===== src/rtl/adder_pkg.sv =====
// Shared definitions for the sequential 2-bit-per-cycle adder: FSM encodings
// and the default operand width.
package adder_pkg;

    localparam int DEFAULT_WIDTH = 8;

    typedef enum logic [1:0] {
        IDLE = 2'd0,
        CALC = 2'd1,
        DONE = 2'd2
    } adder_state_t;

endpackage


===== src/rtl/adder_2bit.sv =====
// Combinational 2-bit ripple adder slice used once per CALC cycle.
module adder_2bit (
    input  logic [1:0] a,
    input  logic [1:0] b,
    input  logic       cin,
    output logic [1:0] sum,
    output logic       cout
);

    assign {cout, sum} = {1'b0, a} + {1'b0, b} + {2'b00, cin};

endmodule


===== src/rtl/adder_seq_ctrl.sv =====
// Sequential adder: consumes two operand bits per cycle through one adder_2bit.
// Optional macro ADDER_SEQ_SAT_EN saturates the sum to all-ones on carry-out.
module adder_seq_ctrl
    import adder_pkg::*;
#(
    parameter int WIDTH = DEFAULT_WIDTH
) (
    input  logic             clk,
    input  logic             rst_n,
    input  logic             in_valid,
    output logic             in_ready,
    input  logic [WIDTH-1:0] din_one,
    input  logic [WIDTH-1:0] din_two,
    input  logic             cin,
    output logic             out_valid,
    input  logic             out_ready,
    output logic [WIDTH-1:0] sum,
    output logic             cout
);

    localparam int CNT_W = $clog2(WIDTH / 2) + 1;
    localparam logic [CNT_W-1:0] LAST_STEP = CNT_W'(WIDTH / 2 - 1);

    if ((WIDTH % 2) != 0 || WIDTH < 2) begin : g_width_check
        $error("adder_seq_ctrl: WIDTH must be even and >= 2");
    end

    adder_state_t     state;
    adder_state_t     state_next;
    logic [WIDTH-1:0] op_one;
    logic [WIDTH-1:0] op_two;
    logic             carry_reg;
    logic [CNT_W-1:0] step_cnt;
    logic [WIDTH-1:0] sum_reg;
    logic             cout_reg;
    logic [1:0]       add_sum;
    logic             add_cout;
    logic             last_step;

    adder_2bit u_adder_2bit (
        .a    (op_one[1:0]),
        .b    (op_two[1:0]),
        .cin  (carry_reg),
        .sum  (add_sum),
        .cout (add_cout)
    );

    assign last_step = (step_cnt == LAST_STEP);

    always_ff @(posedge clk or negedge rst_n) begin
        if (!rst_n) begin
            state <= IDLE;
        end else begin
            state <= state_next;
        end
    end

    always_comb begin
        state_next = state;
        case (state)
            IDLE:    if (in_valid && in_ready) state_next = CALC;
            CALC:    if (last_step) state_next = DONE;
            DONE:    if (out_valid && out_ready) state_next = IDLE;
            default: state_next = IDLE;
        endcase
    end

    always_comb begin
        in_ready  = 1'b0;
        out_valid = 1'b0;
        case (state)
            IDLE:    in_ready = 1'b1;
            DONE:    out_valid = 1'b1;
            default: ;
        endcase
    end

    // Result bits enter from the MSB end, so after WIDTH/2 steps the first
    // (least significant) pair has reached bit 0.
    always_ff @(posedge clk or negedge rst_n) begin
        if (!rst_n) begin
            op_one    <= '0;
            op_two    <= '0;
            carry_reg <= 1'b0;
            step_cnt  <= '0;
            sum_reg   <= '0;
            cout_reg  <= 1'b0;
        end else begin
            case (state)
                IDLE: begin
                    if (in_valid && in_ready) begin
                        op_one    <= din_one;
                        op_two    <= din_two;
                        carry_reg <= cin;
                        step_cnt  <= '0;
                    end
                end
                CALC: begin
                    op_one    <= op_one >> 2;
                    op_two    <= op_two >> 2;
                    carry_reg <= add_cout;
                    step_cnt  <= step_cnt + CNT_W'(1);
                    sum_reg   <= WIDTH'({add_sum, sum_reg} >> 2);
                    if (last_step) begin
                        cout_reg <= add_cout;
`ifdef ADDER_SEQ_SAT_EN
                        if (add_cout) begin
                            sum_reg <= '1;
                        end
`endif
                    end
                end
                default: ;
            endcase
        end
    end

    assign sum  = sum_reg;
    assign cout = cout_reg;

endmodule


===== config.mk =====
export PLATFORM = sky130hd
export DESIGN_NAME = adder_seq_ctrl
export DESIGN_NICKNAME = d
export VERILOG_FILES = /design/src/rtl/adder_pkg.sv /design/src/rtl/adder_2bit.sv /design/src/rtl/adder_seq_ctrl.sv
export SDC_FILE = /design/constraint.sdc
export NUM_CORES = 1
export LEC_CHECK = 0
export ABC_AREA = 1
export CORE_ASPECT_RATIO = 1.5
export CORE_MARGIN = 2
export CORE_UTILIZATION = 55
export DETAILED_ROUTE_END_ITERATION = 8
export DONT_BUFFER_PORTS = 1
export PLACE_DENSITY_LB_ADDON = 0.25
export SETUP_SLACK_MARGIN = 0.15
export SYNTH_ARGS = -nofsm -noshare
export SYNTH_HDL_FRONTEND = slang
export SYNTH_HIERARCHICAL = 1
export SYNTH_SLANG_ARGS = --single-unit

===== constraint.sdc =====
create_clock -name clk -period 1.75 [get_ports clk]
set_clock_uncertainty 0.2 [all_clocks]
set_input_delay 0.0875 -clock clk [delete_from_list [all_inputs] [get_ports clk]]
set_output_delay 0.0875 -clock clk [all_outputs]
set_load 0.01 [all_outputs]

==> results_dict.tcl <==
set metrics [dict create \
    routed_via_density 5.30 \
    avgSynthCellArea_um2 8.32 \
    antenna_found_initial 0 \
    dr_total_vias 1304 \
    crit_required_ps 1710 \
    ys_seq_elements 31 \
    route.detailed.drc 0 \
    cts_tree "done" \
    power.switching_w 0.00144 \
    relSlewSlack_pct 77.0 \
    drive_gt1_share_pct 12.4 \
    r2r_end "sum[7]" \
    period_share_pct 102 \
    cp-start-kind "register" \
    slowest_stage "fa_2" \
    layout.nets 234 \
    worstPathCellList "inv_2, fa_2, fa_2, inv_2, nand2_1, o21ai_1" \
    synth_top_cells_by_area "dfrtp_1 51%, nand3_1 14%, nand2_1 11%" \
    core_area_mm2 0.00265 \
    ys_seq_area_share_pct 50.9 \
    fin_ws_ps -32.6 \
    pwr-share-clk_pct 16.6 \
    power_density_mw_per_mm2 1810 \
    dieWidth_um 47.0 \
    globalplace.congestion 0.779 \
    clk_pin_slew_ps 60 \
    cts_buffers 5 \
    clock_latency_ps 280 \
    drt_iter0_drc 42 \
    dp_cells 216 \
    switching_share_pct 42.3 \
    antenna_cells 0 \
    synth_top_cell_by_area "dfrtp_1" \
    ant_nets 0 \
    worstSetupEndpointType "register" \
    final_cells 246 \
    slowest_delay_ps 540 \
    rr_worst_depth 6 \
    seqPwrFrac_pct 38.1 \
    multi_input_area_um2 567 \
    synth.distinct_cells 20 \
    yosysWarnings 6 \
    netlist_area_mm2 0.00152 \
    clock-root-buffer "clkbuf_8" \
    fillers 219 \
    portBuffers 0 \
    r2r-start "carry_reg" \
    netlist_instances 183 \
    violations "negative setup slack" \
    maxCapViolCount 0 \
    totalWireLength_mm 3.23 \
    io_pins 32 \
    die_h_um 68.4 \
    num_rows 23 \
    final_area_mm2 0.00188 \
    hp-class "input pin to async pin" \
    clock_path_buffers 2 \
    firstDrtPassIters 4 \
    status "finished with violations" \
    report.final.slew_viol_count 0 \
    cts_htree_levels 2 \
    ir_drop_v 0.000915 \
    crit_type "register to register" \
    fp.dieArea_mm2 0.00321 \
    area_growth_pct 23.6 \
    grt_pass1_wl_mm 5.35 \
    grt_pass1_vias 1237 \
    grt_max_degree 32 \
    fmax_mhz 561 \
    crit_fanout 2 \
    initial_utilization_pct 57.5 \
    gr-total-overflow 0 \
    rsz0062_at_grt "yes" \
    synth_fp_nets 208 \
    grtUsageTotal_pct 24.2 \
    p_leak_nw 0.979 \
    regArea_um2 776 \
    clock_sinks 31 \
    power_frac_comb_pct 45.3 \
    arrival_ps 1740 \
    p_int_w 0.00196 \
    finalCriticalPeriod_ps 1780 \
    synth_top_area_share_pct 50.9 \
    wl_per_cell_um 13.1 \
    placed_area_mm2 0.00156 \
    finalSetupViolCount 1 \
    final-hold-violation-count 0 \
    dp_hpwl_mm 2.10 \
    tightest_slew_ps 345 \
    ff2ff_setup_slack_ps -30 \
]
## per-layer routing
layer	routed length (um)	global-route usage (%)
met5	0	0
met4	92	12.5
met3	141	7.65
met2	1710	40.1
met1	1290	27.0
## critical path: cells and delay by family, from the launching register on
family	cells	cell delay, ps
adders and majority gates	2	930
buffers and inverters	2	80
and+or+nand+nor	1	50
AOI/OAI and AO/OA	1	50
DFF	1	360
## cell families after synthesis
kind of cell             share of synthesized area [%]
flip-flops                                        50.9
AND/OR/NAND/NOR                                   28.2
AO/OA/AOI/OAI                                     4.44
adder cells (fa/ha/maj)                           4.27
buffers and inverters                             12.2
## cell usage in the layout (no fill, tap or decap), drive strengths merged, types with 2 or more instances in the layout
cell type and n:
clkbuf 6, nand4 2, fa 2, dlygate4sd3 20
buf 8, ha 2, nor2 4, nand3 43
nand2 45, dfrtp 31, o21ai 11, inv 32
## cells in the mapped netlist
master,instances
nor2_1,3
fa_1,2
a21oi_1,1
dfrtp_1,31
ha_1,2
o31ai_1,1
nand2_1,43
nor2_4,1
nand2_4,1
buf_4,1
buf_2,4
nand2_2,1
nand3_1,43
inv_1,30
inv_2,2
o21ai_1,4
nand4_1,2
o21ai_0,7
buf_6,3
clkbuf_1,1
## power by group through the flow
stage               Combinational [W]  Sequential [W]  Clock [W]
finish                        0.00154         0.00130   0.000564
global route                  0.00175         0.00134   0.000610
CTS                           0.00149         0.00130   0.000576
detailed placement            0.00141         0.00131          0
global placement              0.00134         0.00130          0
floorplan                     0.00118         0.00126          0
## cell type report
| cell class | instances | share of cell area [%] |
|---|---|---|
| inverters | 32 | 6.38 |
| clock inverters | 1 | 0.266 |
| well taps | 37 | 2.46 |
| flip-flops and latches | 31 | 41.2 |
| repair buffers | 28 | 15.2 |
| clock buffers | 6 | 4.39 |
| multi-input cells | 111 | 30.1 |
## worst max-delay path by stage
stage | start | endpoint | slack, ps
after floorplan | carry_reg | sum[7] | 70
final | carry_reg | sum[7] | -30
after detailed placement | carry_reg | sum[7] | -2
after global routing | carry_reg | sum[7] | -80
after global placement | carry_reg | sum[7] | 40
after CTS | carry_reg | sum[7] | 10
## through the flow
step	worst slack (ps)	power [W]	hold WS, ps	TNS (ps)	util (%)
2_1_floorplan	67.5	0.00244	-408	0	-
3_3_place_gp	39.8	0.00264	-407	0	58.8
3_5_place_dp	-2.20	0.00272	-407	-2.20	58.8
4_1_cts	13.6	0.00337	60.3	0	70.7
5_1_grt	-76.4	0.00370	86.3	-111	71.1
6_report	-32.6	0.00340	75.7	-32.6	71.1
## what timing repair did
item / CTS / global route
gates resized for setup: 1 / 4
pin swaps: 1 / 1
setup endpoints to repair: 3 / 3
endpoints found under the hold margin: 52 / 0
buffers inserted: 1 / 1
hold buffers: 21 / 0
(Power assumes the default switching activity.)
